File: config.mk
export PLATFORM = sky130hd
export DESIGN_NAME = xyolo_conv_seq_flat
export DESIGN_NICKNAME = d
export VERILOG_FILES = /design/src/rtl/xyolo_conv_seq_if.sv /design/src/rtl/xyolo_conv_seq.sv /design/src/flat_wrapper.sv
export SDC_FILE = /design/constraint.sdc
export NUM_CORES = 1
export LEC_CHECK = 0
export CAP_MARGIN = 5
export CORE_MARGIN = 3
export CORE_UTILIZATION = 40
export CTS_BUF_LIST = sky130_fd_sc_hd__clkbuf_4 sky130_fd_sc_hd__clkbuf_8
export CTS_CLUSTER_DIAMETER = 30
export DETAILED_ROUTE_END_ITERATION = 6
export GPL_TIMING_DRIVEN = 0
export SLEW_MARGIN = 20
export SYNTH_ARGS = -nofsm -noshare
export SYNTH_HDL_FRONTEND = slang
export SYNTH_SLANG_ARGS = --single-unit
File: constraint.sdc
create_clock -name clk -period 25.4 [get_ports clk]
set_input_delay 3.81 -clock clk [delete_from_list [all_inputs] [get_ports clk]]
set_output_delay 3.81 -clock clk [all_outputs]
set_load 0.05 [all_outputs]
File: src/rtl/xyolo_conv_seq_if.sv
// Bus between a convolution sequencer and its controller / xyolo datapath.
interface xyolo_conv_seq_if #(
  parameter int unsigned MEM_ADDR_W    = 10,
  parameter int unsigned VWRITE_ADDR_W = 10,
  parameter int unsigned DIM_W         = 8
);

  logic                     run;
  logic                     done;
  logic [MEM_ADDR_W-1:0]    base_addr;
  logic [DIM_W-1:0]         in_w;
  logic [DIM_W-1:0]         stride;
  logic [DIM_W-1:0]         ker_w;
  logic [DIM_W-1:0]         ker_h;
  logic [DIM_W-1:0]         out_w;
  logic [DIM_W-1:0]         out_h;
  logic [VWRITE_ADDR_W-1:0] vwrite_base;
  logic                     maxpool_en;
  logic                     vread_enB;
  logic [MEM_ADDR_W-1:0]    vread_addrB;
  logic                     vwrite_enB;
  logic [VWRITE_ADDR_W-1:0] vwrite_addrB;
  logic                     ld_acc;
  logic                     ld_mp;
  logic                     ld_res;

  modport master (
    output run, base_addr, in_w, stride, ker_w, ker_h, out_w, out_h,
           vwrite_base, maxpool_en,
    input  done, vread_enB, vread_addrB, vwrite_enB, vwrite_addrB,
           ld_acc, ld_mp, ld_res
  );

  modport slave (
    input  run, base_addr, in_w, stride, ker_w, ker_h, out_w, out_h,
           vwrite_base, maxpool_en,
    output done, vread_enB, vread_addrB, vwrite_enB, vwrite_addrB,
           ld_acc, ld_mp, ld_res
  );

endinterface

File: src/rtl/xyolo_conv_seq.sv
// Convolution tap sequencer: walks kx/ky/ox/oy, issues vread taps and
// the delayed xyolo strobes and vwrite enables for every output.
module xyolo_conv_seq #(
  parameter int unsigned MEM_ADDR_W    = 10,
  parameter int unsigned VWRITE_ADDR_W = 10,
  parameter int unsigned DIM_W         = 8,
  parameter int unsigned WR_LAT        = 3
) (
  input  logic            clk,
  input  logic            rst,
  xyolo_conv_seq_if.slave bus
);

  localparam int unsigned DRAIN_LAST = WR_LAT + 1;
  localparam int unsigned DRAIN_W    = $clog2(WR_LAT + 3);

  typedef enum logic [1:0] {S_IDLE, S_RUN, S_FLUSH} state_t;

  state_t                   r_state;
  state_t                   w_state_nxt;

  logic [DIM_W-1:0]         r_in_w;
  logic [DIM_W-1:0]         r_stride;
  logic [DIM_W-1:0]         r_ker_w;
  logic [DIM_W-1:0]         r_ker_h;
  logic [DIM_W-1:0]         r_out_w;
  logic [DIM_W-1:0]         r_out_h;
  logic                     r_maxpool;

  logic [DIM_W-1:0]         r_kx;
  logic [DIM_W-1:0]         r_ky;
  logic [DIM_W-1:0]         r_ox;
  logic [DIM_W-1:0]         r_oy;
  logic [MEM_ADDR_W-1:0]    r_row_base;
  logic [MEM_ADDR_W-1:0]    r_out_base;
  logic [MEM_ADDR_W-1:0]    r_ker_row;
  logic [MEM_ADDR_W-1:0]    r_vread_addr;
  logic                     r_vread_en;
  logic                     r_done;
  logic [DRAIN_W-1:0]       r_drain;

  logic                     r_acc_d1;
  logic                     r_res_d1;
  logic                     r_ld_acc;
  logic                     r_ld_res;
  logic                     r_ld_mp;
  logic [WR_LAT-1:0]        r_wr_sr;
  logic [VWRITE_ADDR_W-1:0] r_wr_ptr;
  logic [VWRITE_ADDR_W-1:0] r_vwrite_addr;

  logic                     w_cfg_zero;
  logic                     w_accept;
  logic                     w_start;
  logic                     w_advance;
  logic                     w_tap_en;
  logic                     w_done_nxt;
  logic                     w_kx_last;
  logic                     w_ky_last;
  logic                     w_ox_last;
  logic                     w_oy_last;
  logic                     w_tap_last;
  logic                     w_tap_first;
  logic                     w_out_last;
  logic                     w_drain_end;
  logic [MEM_ADDR_W-1:0]    w_in_w_ext;
  logic [MEM_ADDR_W-1:0]    w_stride_ext;
  logic [MEM_ADDR_W-1:0]    w_row_step;
  logic [MEM_ADDR_W-1:0]    w_next_ker;
  logic [MEM_ADDR_W-1:0]    w_next_out;
  logic [MEM_ADDR_W-1:0]    w_next_row;
  logic [WR_LAT:0]          w_wr_shift;
  logic                     w_wr_fire;

  assign w_cfg_zero  = (bus.ker_w == '0) || (bus.ker_h == '0) ||
                       (bus.out_w == '0) || (bus.out_h == '0);
  assign w_kx_last   = (r_kx == r_ker_w - DIM_W'(1));
  assign w_ky_last   = (r_ky == r_ker_h - DIM_W'(1));
  assign w_ox_last   = (r_ox == r_out_w - DIM_W'(1));
  assign w_oy_last   = (r_oy == r_out_h - DIM_W'(1));
  assign w_out_last  = w_kx_last && w_ky_last;
  assign w_tap_last  = w_out_last && w_ox_last && w_oy_last;
  assign w_tap_first = (r_kx == '0) && (r_ky == '0);
  assign w_drain_end = (r_drain == DRAIN_W'(DRAIN_LAST));

  assign w_in_w_ext   = MEM_ADDR_W'(r_in_w);
  assign w_stride_ext = MEM_ADDR_W'(r_stride);
  assign w_next_ker   = r_ker_row + w_in_w_ext;
  assign w_next_out   = r_out_base + w_stride_ext;
  assign w_next_row   = r_row_base + w_row_step;

  // ld_res enters a shift line; the stage before the output marks the write
  assign w_wr_shift = {r_wr_sr, r_ld_res};
  assign w_wr_fire  = w_wr_shift[WR_LAT-1];

  // stride*in_w as a shift-and-add of the latched config (used only at row wrap)
  always_comb begin
    w_row_step = '0;
    for (int i = 0; i < int'(DIM_W); i++) begin
      if (r_stride[i]) w_row_step = w_row_step + (w_in_w_ext << i);
    end
  end

  // State register
  always_ff @(posedge clk) begin
    if (!rst) r_state <= S_IDLE;
    else      r_state <= w_state_nxt;
  end

  // Next-state logic
  always_comb begin
    w_state_nxt = r_state;
    case (r_state)
      S_IDLE:  if (bus.run) w_state_nxt = w_cfg_zero ? S_FLUSH : S_RUN;
      S_RUN:   if (w_tap_last) w_state_nxt = S_FLUSH;
      S_FLUSH: if (w_drain_end) w_state_nxt = S_IDLE;
      default: w_state_nxt = S_IDLE;
    endcase
  end

  // FSM decoded controls
  always_comb begin
    w_accept  = 1'b0;
    w_start   = 1'b0;
    w_advance = 1'b0;
    case (r_state)
      S_IDLE: begin
        w_accept = bus.run;
        w_start  = bus.run && !w_cfg_zero;
      end
      S_RUN:   w_advance = !w_tap_last;
      default: ;
    endcase
    w_tap_en   = w_start || w_advance;
    w_done_nxt = (w_state_nxt == S_IDLE);
  end

  // Configuration latch on the accepted run cycle
  always_ff @(posedge clk) begin
    if (!rst) begin
      r_in_w    <= '0;
      r_stride  <= '0;
      r_ker_w   <= '0;
      r_ker_h   <= '0;
      r_out_w   <= '0;
      r_out_h   <= '0;
      r_maxpool <= 1'b0;
    end else if (w_accept) begin
      r_in_w    <= bus.in_w;
      r_stride  <= bus.stride;
      r_ker_w   <= bus.ker_w;
      r_ker_h   <= bus.ker_h;
      r_out_w   <= bus.out_w;
      r_out_h   <= bus.out_h;
      r_maxpool <= bus.maxpool_en;
    end
  end

  // Loop counters and running-sum tap address
  always_ff @(posedge clk) begin
    if (!rst) begin
      r_kx         <= '0;
      r_ky         <= '0;
      r_ox         <= '0;
      r_oy         <= '0;
      r_row_base   <= '0;
      r_out_base   <= '0;
      r_ker_row    <= '0;
      r_vread_addr <= '0;
    end else if (w_start) begin
      r_kx         <= '0;
      r_ky         <= '0;
      r_ox         <= '0;
      r_oy         <= '0;
      r_row_base   <= bus.base_addr;
      r_out_base   <= bus.base_addr;
      r_ker_row    <= bus.base_addr;
      r_vread_addr <= bus.base_addr;
    end else if (w_advance) begin
      if (!w_kx_last) begin
        r_kx         <= r_kx + DIM_W'(1);
        r_vread_addr <= r_vread_addr + MEM_ADDR_W'(1);
      end else if (!w_ky_last) begin
        r_kx         <= '0;
        r_ky         <= r_ky + DIM_W'(1);
        r_ker_row    <= w_next_ker;
        r_vread_addr <= w_next_ker;
      end else if (!w_ox_last) begin
        r_kx         <= '0;
        r_ky         <= '0;
        r_ox         <= r_ox + DIM_W'(1);
        r_out_base   <= w_next_out;
        r_ker_row    <= w_next_out;
        r_vread_addr <= w_next_out;
      end else begin
        r_kx         <= '0;
        r_ky         <= '0;
        r_ox         <= '0;
        r_oy         <= r_oy + DIM_W'(1);
        r_row_base   <= w_next_row;
        r_out_base   <= w_next_row;
        r_ker_row    <= w_next_row;
        r_vread_addr <= w_next_row;
      end
    end
  end

  // Read enable, done flag and flush drain counter
  always_ff @(posedge clk) begin
    if (!rst) begin
      r_vread_en <= 1'b0;
      r_done     <= 1'b1;
      r_drain    <= '0;
    end else begin
      r_vread_en <= w_tap_en;
      r_done     <= w_done_nxt;
      if (w_accept && w_cfg_zero)  r_drain <= DRAIN_W'(DRAIN_LAST);
      else if (r_state == S_FLUSH) r_drain <= r_drain + DRAIN_W'(1);
      else                         r_drain <= '0;
    end
  end

  // Strobe delay lines; each tap's flags ride with it so outputs can overlap
  always_ff @(posedge clk) begin
    if (!rst) begin
      r_acc_d1      <= 1'b0;
      r_res_d1      <= 1'b0;
      r_ld_acc      <= 1'b0;
      r_ld_res      <= 1'b0;
      r_ld_mp       <= 1'b0;
      r_wr_sr       <= '0;
      r_wr_ptr      <= '0;
      r_vwrite_addr <= '0;
    end else begin
      r_acc_d1 <= r_vread_en && w_tap_first;
      r_res_d1 <= r_vread_en && w_out_last;
      r_ld_acc <= r_acc_d1;
      r_ld_res <= r_res_d1;
      r_ld_mp  <= r_res_d1 && r_maxpool;
      r_wr_sr  <= w_wr_shift[WR_LAT-1:0];
      if (w_accept) begin
        r_wr_ptr <= bus.vwrite_base;
      end else if (w_wr_fire) begin
        r_wr_ptr      <= r_wr_ptr + VWRITE_ADDR_W'(1);
        r_vwrite_addr <= r_wr_ptr;
      end
    end
  end

  assign bus.done         = r_done;
  assign bus.vread_enB    = r_vread_en;
  assign bus.vread_addrB  = r_vread_addr;
  assign bus.vwrite_enB   = r_wr_sr[WR_LAT-1];
  assign bus.vwrite_addrB = r_vwrite_addr;
  assign bus.ld_acc       = r_ld_acc;
  assign bus.ld_mp        = r_ld_mp;
  assign bus.ld_res       = r_ld_res;

endmodule

File: src/flat_wrapper.sv
// flat-port wrapper written by rule: the top's interface ports become plain ports
module xyolo_conv_seq_flat 
#(
  parameter int unsigned MEM_ADDR_W    = 10,
  parameter int unsigned VWRITE_ADDR_W = 10,
  parameter int unsigned DIM_W         = 8,
  parameter int unsigned WR_LAT        = 3
)
  (clk, rst, bus_run, bus_base_addr, bus_in_w, bus_stride, bus_ker_w, bus_ker_h, bus_out_w, bus_out_h, bus_vwrite_base, bus_maxpool_en, bus_done, bus_vread_enB, bus_vread_addrB, bus_vwrite_enB, bus_vwrite_addrB, bus_ld_acc, bus_ld_mp, bus_ld_res);
  xyolo_conv_seq_if #(.MEM_ADDR_W(MEM_ADDR_W), .VWRITE_ADDR_W(VWRITE_ADDR_W), .DIM_W(DIM_W)) bus_i ();
  input  logic clk;
  input  logic rst;
  input wire logic [$bits(bus_i.run)-1:0] bus_run;
  input wire logic [$bits(bus_i.base_addr)-1:0] bus_base_addr;
  input wire logic [$bits(bus_i.in_w)-1:0] bus_in_w;
  input wire logic [$bits(bus_i.stride)-1:0] bus_stride;
  input wire logic [$bits(bus_i.ker_w)-1:0] bus_ker_w;
  input wire logic [$bits(bus_i.ker_h)-1:0] bus_ker_h;
  input wire logic [$bits(bus_i.out_w)-1:0] bus_out_w;
  input wire logic [$bits(bus_i.out_h)-1:0] bus_out_h;
  input wire logic [$bits(bus_i.vwrite_base)-1:0] bus_vwrite_base;
  input wire logic [$bits(bus_i.maxpool_en)-1:0] bus_maxpool_en;
  output wire logic [$bits(bus_i.done)-1:0] bus_done;
  output wire logic [$bits(bus_i.vread_enB)-1:0] bus_vread_enB;
  output wire logic [$bits(bus_i.vread_addrB)-1:0] bus_vread_addrB;
  output wire logic [$bits(bus_i.vwrite_enB)-1:0] bus_vwrite_enB;
  output wire logic [$bits(bus_i.vwrite_addrB)-1:0] bus_vwrite_addrB;
  output wire logic [$bits(bus_i.ld_acc)-1:0] bus_ld_acc;
  output wire logic [$bits(bus_i.ld_mp)-1:0] bus_ld_mp;
  output wire logic [$bits(bus_i.ld_res)-1:0] bus_ld_res;
  assign bus_i.run = bus_run;
  assign bus_i.base_addr = bus_base_addr;
  assign bus_i.in_w = bus_in_w;
  assign bus_i.stride = bus_stride;
  assign bus_i.ker_w = bus_ker_w;
  assign bus_i.ker_h = bus_ker_h;
  assign bus_i.out_w = bus_out_w;
  assign bus_i.out_h = bus_out_h;
  assign bus_i.vwrite_base = bus_vwrite_base;
  assign bus_i.maxpool_en = bus_maxpool_en;
  assign bus_done = bus_i.done;
  assign bus_vread_enB = bus_i.vread_enB;
  assign bus_vread_addrB = bus_i.vread_addrB;
  assign bus_vwrite_enB = bus_i.vwrite_enB;
  assign bus_vwrite_addrB = bus_i.vwrite_addrB;
  assign bus_ld_acc = bus_i.ld_acc;
  assign bus_ld_mp = bus_i.ld_mp;
  assign bus_ld_res = bus_i.ld_res;
  xyolo_conv_seq #(.MEM_ADDR_W(MEM_ADDR_W), .VWRITE_ADDR_W(VWRITE_ADDR_W), .DIM_W(DIM_W), .WR_LAT(WR_LAT)) u_core (.clk(clk), .rst(rst), .bus(bus_i));
endmodule
# Yosys cells after proc, flatten, opt, wreduce, memory -nomap -nowiden
# Cells that the tools add are included.
# op_classes
addsub	21
eq_ne	7
muxes	40
bitwise	3
reduce_logical	37
# op_table
op	count
$mux 10	26
$add 10x10->10	7
$logic_not 8->1	6
$add 8x1->8 const B	4
$eq 8x8->1	4
$mux 8	4
$sub 8x1->8 const B	4
$add 10x1->10 const B	2
$add 10x8->10	2
$add 8x9->10	1
$reduce_bool 2->1	5
$logic_and 1x1->1	9
$mux 2	4
$reduce_and 4->1	2
$mux 3	2
$pmux 2 s3	1
$reduce_and 2->1	3
$reduce_and 3->1	2
$logic_not 2->1	2
$logic_or 1x1->1	4
$add 3x1->3 const B	1
$eq 3x3->1 const B	1
$mux 1	3
$not 1->1	3
5 further kinds	6
# totals
register_bits	156
out_inout_bits	26
elab_cells	136

# Logic depth before layout (Yosys ltp)
# logic_depth
word_depth	21
ltp_mapped	45
depth_no_buf	44

# Worst setup path after synthesis
# No wires, ideal clock.
# synth_path
path_kind	flip-flop to flip-flop
start	register u_core.r_stride[0]
end	register u_core.r_vread_addr[9] (netlist: u_core.bus.vread_addrB[9])
setup_ns	0.143
arrival_ns	8.386
required_time_ns	25.257
setup_slack_ns	16.872
stages_incl_launch_ff	42
cell_sequence	dfxtp_1 clkbuf_1 and2_1 ha_1 inv_1 fa_1 nand3b_1 nand2_1 a31oi_1 xor2_1 mux2i_1 ha_1 and3_1 a2111o_1 xor2_1 a22oi_1 o21ai_0 ha_1 [... 6 more ...] nor3_1 a31o_2 ha_1 xnor2_1 mux2_2 fa_1 mux2_2 ha_1 fa_1 mux2_2 ha_1 nand2_1 o21a_1 xor2_1 o211ai_1 nand2_1 o31ai_1 a311oi_1
# synth_via
elab_chain_cells	21
word_cells_on_any_way	22
# synth_lines
element	line	rtl
from (decl)	xyolo_conv_seq.sv:23	logic [DIM_W-1:0] r_stride;
from (signal assigned)	xyolo_conv_seq.sv:149	r_stride <= bus.stride;
$mux 8	xyolo_conv_seq.sv:99	if (r_stride[i]) w_row_step = w_row_step + (w_in_w_ext << i);
$add 8x9->10	xyolo_conv_seq.sv:99	
$mux 10	xyolo_conv_seq.sv:99	
$add 10x10->10	xyolo_conv_seq.sv:99	
$mux 10	xyolo_conv_seq.sv:99	
$add 10x10->10	xyolo_conv_seq.sv:99	
$mux 10	xyolo_conv_seq.sv:99	
$add 10x10->10	xyolo_conv_seq.sv:99	
[... 5 more ...]	--	
$add 10x10->10	xyolo_conv_seq.sv:99	
$mux 10	xyolo_conv_seq.sv:99	
$add 10x10->10	xyolo_conv_seq.sv:89	assign w_next_row = r_row_base + w_row_step;
$mux 10 (*)	xyolo_conv_seq.sv:187	end else if (!w_ox_last) begin
$mux 10 (*)	xyolo_conv_seq.sv:182	end else if (!w_ky_last) begin
$mux 10 (*)	xyolo_conv_seq.sv:179	if (!w_kx_last) begin
$mux 10 (*)	xyolo_conv_seq.sv:178	end else if (w_advance) begin
$mux 10 (*)	xyolo_conv_seq.sv:169	end else if (w_start) begin
to (signal assigned)	xyolo_conv_seq.sv:177	r_vread_addr <= bus.base_addr;
to (signal assigned)	xyolo_conv_seq.sv:181	r_vread_addr <= r_vread_addr + MEM_ADDR_W'(1);
to (signal assigned)	xyolo_conv_seq.sv:186	r_vread_addr <= w_next_ker;
to (decl)	xyolo_conv_seq.sv:37	logic [MEM_ADDR_W-1:0] r_vread_addr;
# Mark *: on every way between the ends. The rest lies on a longest branch, timed or not. The select of a mux whose other input is x is not followed.
# A chain may end at the register's enable or synchronous reset.

# Worst setup path in the final report
# layout_path
start	register u_core.r_in_w[1]
end	register u_core.r_vread_addr[9] (netlist: u_core.bus.vread_addrB[9])
# layout_via
elab_chain_cells	21
word_cells_on_any_way	22
# layout_lines
element	line	rtl
from (decl)	xyolo_conv_seq.sv:22	logic [DIM_W-1:0] r_in_w;
from (signal assigned)	xyolo_conv_seq.sv:148	r_in_w <= bus.in_w;
$mux 8	xyolo_conv_seq.sv:99	
$add 8x9->10	xyolo_conv_seq.sv:99	
$mux 10	xyolo_conv_seq.sv:99	
$add 10x10->10	xyolo_conv_seq.sv:99	
$mux 10	xyolo_conv_seq.sv:99	
$add 10x10->10	xyolo_conv_seq.sv:99	
$mux 10	xyolo_conv_seq.sv:99	
$add 10x10->10	xyolo_conv_seq.sv:99	
[... 5 more ...]	--	
$add 10x10->10	xyolo_conv_seq.sv:99	
$mux 10	xyolo_conv_seq.sv:99	
$add 10x10->10	xyolo_conv_seq.sv:89	
$mux 10	xyolo_conv_seq.sv:187	
$mux 10 (*)	xyolo_conv_seq.sv:182	
$mux 10 (*)	xyolo_conv_seq.sv:179	
$mux 10 (*)	xyolo_conv_seq.sv:178	
$mux 10 (*)	xyolo_conv_seq.sv:169	
# Marks and branches as above.

==> flow_results.org <==
** Global route
- The first global-routing pass estimated about 50000 um of wire.
- Maximum number of pins on one net before global-route repair :: 17
- The total overflow left after global routing is 0.
- Overall routing resource usage :: 0.222
- The via count of the first global-routing pass was 9452.
- The number of antenna violations at the first check in global routing is 0.

** Power and ir drop
- The share of total power dissipated in the clock network is 0.310.
- Power per cell area :: between 40 and 50 mW/mm2
- Sequential fraction of design power :: 0.449
- Pint :: around 0.0004 W
- Part of the total power dissipated in combinational logic :: 0.242
- The worst-case IR drop observed on VDD is 0.0281 mV.
- Switching power total :: roughly 0.00021 W
- Summed over all cells, the static leakage comes to 5.06 nW.
- Fraction of power spent switching nets :: 0.338

** Worst setup path
- The setup path with the least slack is of type reg -> reg.
- Crit path max-delay cell type :: sky130_fd_sc_hd__dfxtp_1
- Critical Path End :: u_core.bus.vread_addrB[9]$_SDFFE_PN0P_
- Data on the critical path arrives at its endpoint at around 10000 ps.
- STA classifies the critical path startpoint as a flip-flop.
- Endpoint type of the worst setup path :: flip-flop
- R2r startpoint :: u_core.r_in_w[1]$_SDFFE_PN0P_
- Register-to-Register Setup Slack :: approximately 15000 ps
- For the worst flop-to-flop path, the logic depth is 38.
- Endpoint of the worst register-to-register path :: u_core.bus.vread_addrB[9]$_SDFFE_PN0P_
- CP Max Fanout :: 12
- Data required time of the critical path :: around 26000 ps
- CP most frequent cell :: sky130_fd_sc_hd__ha_1
- On the worst path, the slowest cell contributes a delay of about 770 ps.
- The most critical setup path has its startpoint at u_core.r_in_w[1]$_SDFFE_PN0P_.

** STA
- Final hold violation count :: 0
- Setup violations remaining at the end of the flow were counted as 0.
- Derived from the worst setup path, the maximum achievable clock frequency is 99.9 MHz.
- Worst-Margin Slew :: 927 ps
- The worst path needs roughly 10000 ps of the cycle, external delays included.
- The max-slew violation count is 0.
- Headroom to the max-slew limit came out at 0.376.
- For the final database, setup skew stands at 12.5 ps.
- Sum of negative setup slack :: 0 ps
- Setup repair after global routing missed its margin :: no
- Fraction of the cycle the final worst path needs :: 0.394

** Synth
- Syn. warnings :: 0
- Unique cell type count in the Yosys netlist :: 74
- Top flip-flop cell by instance count after synthesis :: sky130_fd_sc_hd__dfxtp_1
- The number of nets handed over by synthesis was between 1500 and 2000.
- Synthesized instance count :: 1360
- Average cell area after synthesis :: slightly below 8 um2
- Count of state elements after synthesis :: between 150 and 200
- Post-synth top area share :: 0.292
- Yosys attributes the largest share of cell area to sky130_fd_sc_hd__dfxtp_1 29%, sky130_fd_sc_hd__ha_1 8.3%, sky130_fd_sc_hd__nand2_1 8.1%, sky130_fd_sc_hd__a21oi_1 5.9%, sky130_fd_sc_hd__xor2_1 5.1%.
- Post-synthesis async set-or-reset flop share :: 0
- Cell type contributing the most total cell area after synthesis :: sky130_fd_sc_hd__dfxtp_1
- The synthesized design contains 0 enable-type register cells.
- Proportion of synthesized chip area in sequential cells :: 0.292
- Synth Cell Area :: ~0.011 mm2

** Drt
- The detailed router finished its first iteration with approximately 750 violations.
- Detailed routing inserted a total of ~10000 vias.
- For this run, design rule violations remaining after detail routing come to 0.
- Post-detailed-routing wire length :: about 32000 um
- After detailed routing, the average wire length per cell comes to approximately 18 um.
- For this run, the detailed router's first-pass iteration total came to 7.
- After detailed routing, the number of vias per cell comes to 5.48.
- Post-route ant nets :: 0

** Clocking
- Count of H-tree levels built during CTS :: 4
- After clock tree synthesis, the clock-pin slew on the worst setup and hold paths is around 90 ps.
- Cell at the root of the clock tree :: sky130_fd_sc_hd__clkbuf_8
- After clock tree synthesis, the flow added hold-fix buffers numbering 0.
- The clock drives around 160 sinks.
- Maximum count of clock buffers along a single path :: 2
- TritonCTS Buffers :: 17
- Number of resized instances in the post-cts repair step :: 0
- Setup repair bufs after CTS :: 0
- CTS tree :: done
- Clock insertion delay at the later pin of the skew report :: roughly 460 ps

** Floorplanning
- The region available for standard cell placement spans 0.0261 mm2.
- After floorplanning, the core was divided into 59 placement rows.
- The die is roughly 170 um tall.
- Die width :: 170 um
- The die covers 0.0287 mm2.
- For this design the top-level I/O count stands at 98.
- The initial utilization of the core area, before any placement, comes to 0.409.

** Placement
- Routability-driven placement finished with a final weighted congestion of around 0.94.
- In this run the tool buffered the top-level ports with 96 buffer cells.
- HPWL after detailed placement :: roughly 25000 um
- After detailed placement, the total cell area comes to about 0.012 mm2.

** Worst hold path
- Min-Delay Path Class :: reg -> reg

** Cells and area
- Number of diodes added for antenna fixing :: 0
- Most common cell after layout, fill and taps aside :: sky130_fd_sc_hd__nand2_1
- P&R area growth vs syn :: 16.5%
- In the final layout, the share of cells above drive strength 1 is 0.0511.
- Nets :: roughly 1600
- Most used cells in the layout excluding fill and tap cells :: 231 x sky130_fd_sc_hd__nand2_1, 156 x sky130_fd_sc_hd__dfxtp_1, 125 x sky130_fd_sc_hd__a21oi_1
- Summing all non-filler instances in the final layout gives an area of 0.0125 mm2.

** Run status
- The run finished with clean final reports.

** Run
- Count of max-cap constraint violations :: 0
[layer usage]
layer  share of wire  wire length (um)  global-route usage
met1            0.45             14500               0.300
met2            0.46             14700               0.363
met3           0.064              2050              0.0380
met4           0.027               860              0.0708
met5               0                 0                   0
[power groups by stage]
stage               Sequential, W  Clock [W]  Combinational [W]
finish                   0.000272   0.000188           0.000146
global route             0.000274   0.000202           0.000162
floorplan                0.000278          0          0.0000949
CTS                      0.000272   0.000191           0.000146
global placement         0.000277          0           0.000143
detailed placement       0.000278          0           0.000145
[area by class of cell]
| class | instances | area [um2] |
|---|---|---|
| multi-input combinational | 1079 | 7090 |
| clock buffer | 18 | 248 |
| clock inverter | 14 | 135 |
| timing repair buffer | 96 | 961 |
| fill | 2680 | 13700 |
| buffer | 70 | 273 |
| sequential | 156 | 3120 |
| inverter | 55 | 206 |
| tap | 335 | 419 |
[state kept, by name, summed over array words and instances, names as in the netlist, 2 cells and up]
signal / count
u_core.r_out_h: 8
u_core.r_ker_h: 8
u_core.r_oy: 8
u_core.r_stride: 8
u_core.r_drain: 3
u_core.r_ky: 8
u_core.r_out_base: 10
u_core.r_kx: 8
u_core.r_state: 2
u_core.r_out_w: 8
u_core.r_wr_sr: 3
u_core.bus.vread_addrB: 10
u_core.r_ker_w: 8
u_core.r_in_w: 8
u_core.r_wr_ptr: 10
u_core.r_ox: 8
u_core.bus.vwrite_addrB: 10
u_core.r_row_base: 10
u_core.r_ker_row: 10
[metrics by stage]
step / instances / hold slack (ps) / utilization / power (W) / setup WS, ps
floorplan: 1360 / 412 / - / 0.000373 / 16870
global placement: 1791 / 414 / 0.462 / 0.000421 / 15420
detailed placement: 1791 / 422 / 0.462 / 0.000423 / 15350
CTS: 1823 / 445 / 0.477 / 0.000609 / 15300
global route: 1823 / 467 / 0.477 / 0.000638 / 14640
finish: 1823 / 442 / 0.477 / 0.000606 / 15390
[critical path, delay by kind of cell (launching register included)]
family                   cells  cell delay [ps]
multiplexers                 4             1110
buffers and inverters        1              510
AND/OR/NAND/NOR              9             1340
XOR/XNOR                     4              610
AO/OA/AOI/OAI               11             2260
adder cells (fa/ha/maj)      9             3260
flip-flops                   1              770
[how the worst min path moves through the flow]
stage	from	end	slack (ps)	depth (start not counted)
after CTS	u_core.r_wr_sr[0]$_SDFF_PN0_	u_core.r_wr_sr[1]$_SDFF_PN0_	440	1
after detailed placement	u_core.r_wr_sr[0]$_SDFF_PN0_	u_core.r_wr_sr[1]$_SDFF_PN0_	420	1
final	u_core.r_wr_sr[0]$_SDFF_PN0_	u_core.r_wr_sr[1]$_SDFF_PN0_	440	1
after global routing	u_core.r_wr_sr[0]$_SDFF_PN0_	u_core.r_wr_sr[1]$_SDFF_PN0_	470	1
after global placement	u_core.r_wr_sr[0]$_SDFF_PN0_	u_core.r_wr_sr[1]$_SDFF_PN0_	410	1
after floorplan	u_core.r_acc_d1$_SDFF_PN0_	u_core.bus.ld_acc$_SDFF_PN0_	410	1
[cell usage after synthesis (all sizes together), types with 8 or more instances]
cell	count
buf	8
mux2i	23
a211oi	22
nor4	20
o211ai	18
nand3	21
nand3b	8
mux2	25
xor2	62
inv	55
fa	10
clkbuf	62
nor3	20
nand2b	17
nand4	23
o21ai	47
and3	14
nor2	103
and2	22
dfxtp	156
nor2b	15
o21a	16
xnor2	60
nand2	231
a31oi	8
a21o	14
a21oi	125
ha	71
[cells by family after synthesis]
kind of cell,count (synthesis),synth area share
mux,48,0.0479
flops,156,0.292
fa+ha+maj,81,0.102
buf+inv,125,0.0448
simple gates,521,0.230
xor+xnor,124,0.104
compound gates,305,0.179
(Power assumes the default switching activity.)
==> patch 1: new RTL, same flow settings <==
Make the reset (`rst`) asynchronous in 5 clocked blocks.
--- a/src/rtl/xyolo_conv_seq.sv
+++ b/src/rtl/xyolo_conv_seq.sv
@@ -101,7 +101,7 @@
   end
 
   // State register
-  always_ff @(posedge clk) begin
+  always_ff @(posedge clk or negedge rst) begin
     if (!rst) r_state <= S_IDLE;
     else      r_state <= w_state_nxt;
   end
@@ -135,7 +135,7 @@
   end
 
   // Configuration latch on the accepted run cycle
-  always_ff @(posedge clk) begin
+  always_ff @(posedge clk or negedge rst) begin
     if (!rst) begin
       r_in_w    <= '0;
       r_stride  <= '0;
@@ -156,7 +156,7 @@
   end
 
   // Loop counters and running-sum tap address
-  always_ff @(posedge clk) begin
+  always_ff @(posedge clk or negedge rst) begin
     if (!rst) begin
       r_kx         <= '0;
       r_ky         <= '0;
@@ -205,7 +205,7 @@
   end
 
   // Read enable, done flag and flush drain counter
-  always_ff @(posedge clk) begin
+  always_ff @(posedge clk or negedge rst) begin
     if (!rst) begin
       r_vread_en <= 1'b0;
       r_done     <= 1'b1;
@@ -220,7 +220,7 @@
   end
 
   // Strobe delay lines; each tap's flags ride with it so outputs can overlap
-  always_ff @(posedge clk) begin
+  always_ff @(posedge clk or negedge rst) begin
     if (!rst) begin
       r_acc_d1      <= 1'b0;
       r_res_d1      <= 1'b0;
Function: changed (a bounded check fails within 4 cycles, from zero or initial values and one cycle with rst low; the reset may be asserted at any time).
==> patch 1 against the original RTL <==
  * Cell area grew 3.1%
  * Hold slack lost 92 ps
  * Worst setup slack better by 490 ps
  * Synthesized area is 3.1% higher
  * Sequential cell count is the same
  * Critical path depth up 3
  * Via count shrank 4.4%
  * Non-clock buffer count fell by 17
  * Routed wire length shrank 3.0%
  * Largest cell class unchanged
  * Cell count decreased by 4.7%
Power is not shown: default switching activity piles up to over one toggle a cycle in this logic, so the estimate is an artifact.
==> patch 1: results (changes against the original RTL) <==
[status] run status finished clean
[clock_tree] maximum level of the CTS H-tree 4 [unchanged]
[clock_tree] CTS Buffer Depth 2 [unchanged]
[placement] Setup WS pre-CTS 15890 ps [+543.4 ps]
[clock_tree] latest clock arrival within the worst-skew pair 470 ps
[drt] DR DRC count 0 [unchanged]
[placement] number of instances in the placed design 1706 [-4.7%]
[synth] Syn Nets 1420 [-6.1%]
[worst_setup_path] maximum fanout encountered on the critical timing path 11 [-1]
[drt] number of detailed-route iterations in the first pass 5 [-2]
[synth] xor/xnor cell area share of the yosys netlist 9.144% [-1.3 points]
[drt] max layer used met4
[synth] async set or reset register ratio after synthesis 100.0% [+100 points]
[synth] synth warn 0 [unchanged]
[grt] global-route wire length before repair 49310 um [-2.1%]
[drt] detailed route wirelength on metal3 1341 um [-34%]
[clock_tree] total setup buffers inserted after CTS 0 [unchanged]
[drt] violation count after the first detailed-routing iteration 570 [-24%]
[placement] Routability Congestion 0.9107 [-2.9%]
[grt] total global-route track usage 21.32% [-0.87 points]
[clock_tree] number of gates resized after cts 0 [unchanged]
[synth] synth unique cells 84 [+14%]
[grt] pin count of the biggest net entering global routing 85 [+68]
[synth] average instance area after synthesis 8.705 sq um [+11%]
[synth] fraction of the mapped netlist area in compound gates 16.97% [-0.94 points]
[worst_setup_path] library cell contributing the largest single delay on the critical path dfrtp_1
[synth] leading cell types by total area after synthesis dfrtp_1 (35%), ha_1 (8.1%), nand2_1 (7.4%), xnor2_1 (5.1%), xor2_1 (3.7%)
[synth] cell types with the highest counts after synthesis nand2_1 (217), dfrtp_1 (155), nor2_1 (94)
[worst_setup_path] signal arrival time at the worst endpoint 9910 ps [-410 ps]
[grt] initial antenna violation count 0 [unchanged]
[drt] detailed route wirelength on metal2 14060 um [-4.3%]
[clock_tree] clk root buf clkbuf_8
[min_path] Hold Crit Class register to register
[sta] Post-Route Skew 11.54 ps [-0.9687 ps]
[synth] adder-cell area share of the yosys netlist 9.870% [-0.31 points]
[drt] detailed-route via count 9559 [-4.4%]
[grt] number of global-route vias before repair 9198 [-2.7%]
[placement] number of buffer cells added on primary ports 97 [+1.0%]
[worst_setup_path] CP peak stage delay 730 ps [-40 ps]
[drt] Met1 Routed Length 15220 um [+5.1%]
[sta] Tightest Pin Transition 1065 ps [+138.7 ps]
[drt] remaining antenna violation count after routing 0 [unchanged]
[placement] area after detailed placement 12460 sq um [+3.2%]
[final_layout] final net count 1537 [-5.6%]
[drt] final routed wirelength across all metal layers 31110 um [-3.0%]
[final_layout] layout cells sized above 1 6.657% [+1.5 points]
[clock_tree] clock slew seen by the registers of the worst setup and hold paths 100 ps
[final_layout] count of inserted antenna diode cells 0 [unchanged]
[synth] mux share of post-synthesis cell area 4.061% [-0.72 points]
[clock_tree] number of buffers inserted during clock tree synthesis 17 [unchanged]
[synth] sequential fraction of the synthesis area 35.41% [+6.2 points]
[drt] wire length per cell after detailed routing 17.90 um [+1.7%]
[placement] sum of net half-perimeters after detailed placement 23720 um [-4.6%]
[patch 1: cell count changes in the layout (fill, tap and decap cells not counted), moves of 8 or more]
cell,unedited run,this run
nand2_1,231,217
nand4_1,23,11
xor2_1,62,46
dfrtp_1,0,155
nor3_1,20,28
dfxtp_1,156,0
nor2_1,103,94
o21ai_0,47,78
clkbuf_1,62,40
a21oi_1,125,67
a211oi_1,22,12
[patch 1: metal layers]
layer  up-vias  track usage (%)
met3        34            2.766
met1      4634            30.58
li1       4674                -
met5         -                0
met4         0            5.241
met2       217            34.35
[patch 1: final cells by class]
type	count	area (sq um)
buffer	51	212.7
clock buffer	17	234.0
clock inverter	15	146.4
fill	2661	14190
inverter	61	229.0
multi-input combinational	999	6683
sequential	156	3905
tap	341	426.7
timing repair buffer	98	1003
[patch 1: final timing paths]
kind                            depth (start not counted)               from                    endpoint  slack [ps]
worst max-delay path                                   41   u_core.r_in_w[1]   u_core.bus.vread_addrB[9]       15870
worst min-delay path                                    0  u_core.r_wr_sr[0]           u_core.r_wr_sr[1]         350
worst max register to register                         41   u_core.r_in_w[1]   u_core.bus.vread_addrB[9]       15870
worst min register to register                          0  u_core.r_wr_sr[0]           u_core.r_wr_sr[1]         350
max in group asynchronous                               2                rst             u_core.bus.done       21280
min in group asynchronous                               1                rst  u_core.bus.vwrite_addrB[6]        3280
[patch 1: worst max-delay path, delay by kind of cell, from the launching register on]
kind,cells,cell delay (ps)
flops,1,730
fa+ha+maj,7,2670
compound gates,11,1680
xor+xnor,11,2510
simple gates,10,1280
buf+inv,2,550
==> patch 2: new RTL, same settings <==
Without the edit above. `WR_LAT` is set to 3 in 2 places; all go to 2.
--- a/src/rtl/xyolo_conv_seq.sv
+++ b/src/rtl/xyolo_conv_seq.sv
@@ -4,7 +4,7 @@
   parameter int unsigned MEM_ADDR_W    = 10,
   parameter int unsigned VWRITE_ADDR_W = 10,
   parameter int unsigned DIM_W         = 8,
-  parameter int unsigned WR_LAT        = 3
+  parameter int unsigned WR_LAT        = 2
 ) (
   input  logic            clk,
   input  logic            rst,
--- a/src/flat_wrapper.sv
+++ b/src/flat_wrapper.sv
@@ -4,7 +4,7 @@
   parameter int unsigned MEM_ADDR_W    = 10,
   parameter int unsigned VWRITE_ADDR_W = 10,
   parameter int unsigned DIM_W         = 8,
-  parameter int unsigned WR_LAT        = 3
+  parameter int unsigned WR_LAT        = 2
 )
   (clk, rst, bus_run, bus_base_addr, bus_in_w, bus_stride, bus_ker_w, bus_ker_h, bus_out_w, bus_out_h, bus_vwrite_base, bus_maxpool_en, bus_done, bus_vread_enB, bus_vread_addrB, bus_vwrite_enB, bus_vwrite_addrB, bus_ld_acc, bus_ld_mp, bus_ld_res);
   xyolo_conv_seq_if #(.MEM_ADDR_W(MEM_ADDR_W), .VWRITE_ADDR_W(VWRITE_ADDR_W), .DIM_W(DIM_W)) bus_i ();
Check against the original RTL: not settled (the Yosys comparison gave no result); the edit may change what the design does.
==> patch 2 against the original RTL <==
  * Largest cell class unchanged
  * Cell area shrank 0.64%
  * Sequential cell count is 1 lower
  * Synthesized area shrank 0.94%
  * Synthesized cell count is 0.37% higher
  * Power rose by 9.5%
  * Count of clock-buffer cells in the layout up 4
  * Sequential share of layout area about the same
  * Worst setup slack improved by 110 ps
  * Clock power rose by 3%
  * Routed wire length is 2.0% lower
  * Maximum frequency increased by 1.1%
==> patch 2: results (changes against the original RTL) <==
[placement] Setup WS pre-CTS 15530 ps [+181.4 ps]
[grt] total global-route track usage 22.19% [about the same]
[synth] sequential fraction of the synthesis area 29.29% [+0.087 points]
[drt] number of detailed-route iterations in the first pass 6 [-1]
[worst_setup_path] FF-to-FF Start u_core.r_in_w[2]
[synth] gate count after technology mapping 1365 [+0.37%]
[grt] pin count of the biggest net entering global routing 17 [unchanged]
[synth] mux share of post-synthesis cell area 3.733% [-1.1 points]
[sta] Post-Route Skew 11.00 ps [-1.506 ps]
[clock_tree] total setup buffers inserted after CTS 0 [unchanged]
[final_layout] layout cells sized above 1 4.759% [-0.35 points]
[synth] fraction of the mapped netlist area in compound gates 18.53% [+0.62 points]
[min_path] Hold Crit Endpoint u_core.bus.vwrite_addrB[3]
[placement] sum of net half-perimeters after detailed placement 24840 um [about the same]
[worst_setup_path] delay-heaviest family, CP compound AO/OA/AOI/OAI gates
[final_layout] share of the core filled with cells in the final layout 48.31% [+0.65 points]
[worst_setup_path] number of cell instances on the worst register-to-register path 42 [+11%]
[final_layout] count of non-filler cells in the finished layout 1822 [-0.055%]
[final_layout] count of inserted antenna diode cells 0 [unchanged]
[placement] area after detailed placement 11970 sq um [-0.88%]
[synth] cell types with the highest counts after synthesis nand2_1 (206), dfxtp_1 (155), a21oi_1 (144)
[clock_tree] CTS Buffer Depth 2 [unchanged]
[worst_setup_path] flop-to-flop setup slack 15500 ps [+110 ps]
[status] run status finished clean
[placement] Routability Congestion 0.8939 [-4.7%]
[synth] adder-cell area share of the yosys netlist 10.37% [+0.19 points]
[worst_setup_path] buffer and inverter count on the worst path 2 [+1]
[final_layout] fill cell total of the finished layout 2604 [-2.8%]
[drt] final routed wirelength across all metal layers 31450 um [-2.0%]
[worst_setup_path] CP peak stage delay 630 ps [-140 ps]
[drt] detailed-route via count 10017 [+0.23%]
[sta] highest attainable clock frequency 101.0 MHz [+1.1%]
[synth] Syn Nets 1518 [+0.33%]
[synth] leading cell types by total area after synthesis dfxtp_1 (29%), ha_1 (8.4%), nand2_1 (7.3%), a21oi_1 (6.8%), xnor2_1 (5.8%)
[synth] xor/xnor cell area share of the yosys netlist 10.51% [+0.087 points]
[worst_setup_path] maximum fanout encountered on the critical timing path 7 [-5]
[sta] Tightest Pin Transition 991.7 ps [+64.92 ps]
[power] largest vdd supply drop 0.00003096 V [+10%]
[worst_setup_path] signal arrival time at the worst endpoint 10260 ps [-60 ps]
[placement] number of buffer cells added on primary ports 96 [unchanged]
[synth] synth warn 0 [unchanged]
[drt] violation count after the first detailed-routing iteration 671 [-10%]
[grt] number of global-route vias before repair 9665 [+2.3%]
[power] leakage power total 4.740 nW [-6.3%]
[min_path] start point of the worst hold path u_core.bus.vwrite_addrB[3]
[final_layout] final net count 1633 [+0.31%]
[grt] global-route wire length before repair 50900 um [+1.1%]
[worst_setup_path] reg-to-reg endpoint u_core.r_out_base[9]
[synth] synth unique cells 73 [-1.4%]
[min_path] Min-Delay Path Depth 2 [+1]
[sta] post-route worst hold slack 458.2 ps [+15.75 ps]
[patch 2: cell types whose count changed in the layout (fill, tap and decap cells not counted), sizes merged, moves of 13 or more]
cell / unedited run / this run
nor2: 103 / 131
a21oi: 125 / 144
mux2: 25 / 12
nand2: 231 / 206
nor3: 20 / 37
o211ai: 18 / 5
[patch 2: how the worst max path moves through the flow]
stage / startpoint / to
final: u_core.r_in_w[2] / u_core.r_out_base[9]
after global routing: u_core.r_in_w[2] / u_core.r_out_base[9]
after CTS: u_core.r_in_w[2] / u_core.r_out_base[9]
after detailed placement: u_core.r_in_w[2] / u_core.r_out_base[9]
after global placement: u_core.r_in_w[2] / u_core.r_out_base[9]
after floorplan: u_core.r_in_w[2] / u_core.r_out_base[9]
[patch 2: worst register-to-register path, delay by kind of cell (launching register included)]
| family | cells | cell delay [ps] |
|---|---|---|
| buffers and inverters | 2 | 560 |
| and+or+nand+nor | 6 | 1400 |
| DFF | 1 | 630 |
| adders and majority gates | 8 | 2380 |
| muxes | 2 | 510 |
| xor gates and xnor gates | 4 | 1060 |
| AOI/OAI and AO/OA | 20 | 3260 |
[patch 2: power breakdown]
part,leakage [nW],internal [mW],switching [mW]
registers,1.27,0.259,0.0211
logic,3.28,0.0790,0.111
clock network,0.197,0.0986,0.0944
total,4.74,0.437,0.227
[patch 2: final cells by class]
class / count / area share (%)
plain buffers: 63 / 2.123
clock buffers: 22 / 2.396
clock inverters: 9 / 0.9099
inverters: 58 / 1.759
multi-input cells: 1089 / 56.64
flip-flops and latches: 155 / 25.07
well taps: 330 / 3.336
repair buffers: 96 / 7.765
[patch 2: layer usage]
metal,track usage [%],routed length [um]
met1,30.04,14320
met2,36.90,14780
met3,3.643,1640
met4,5.799,705
met5,0,0
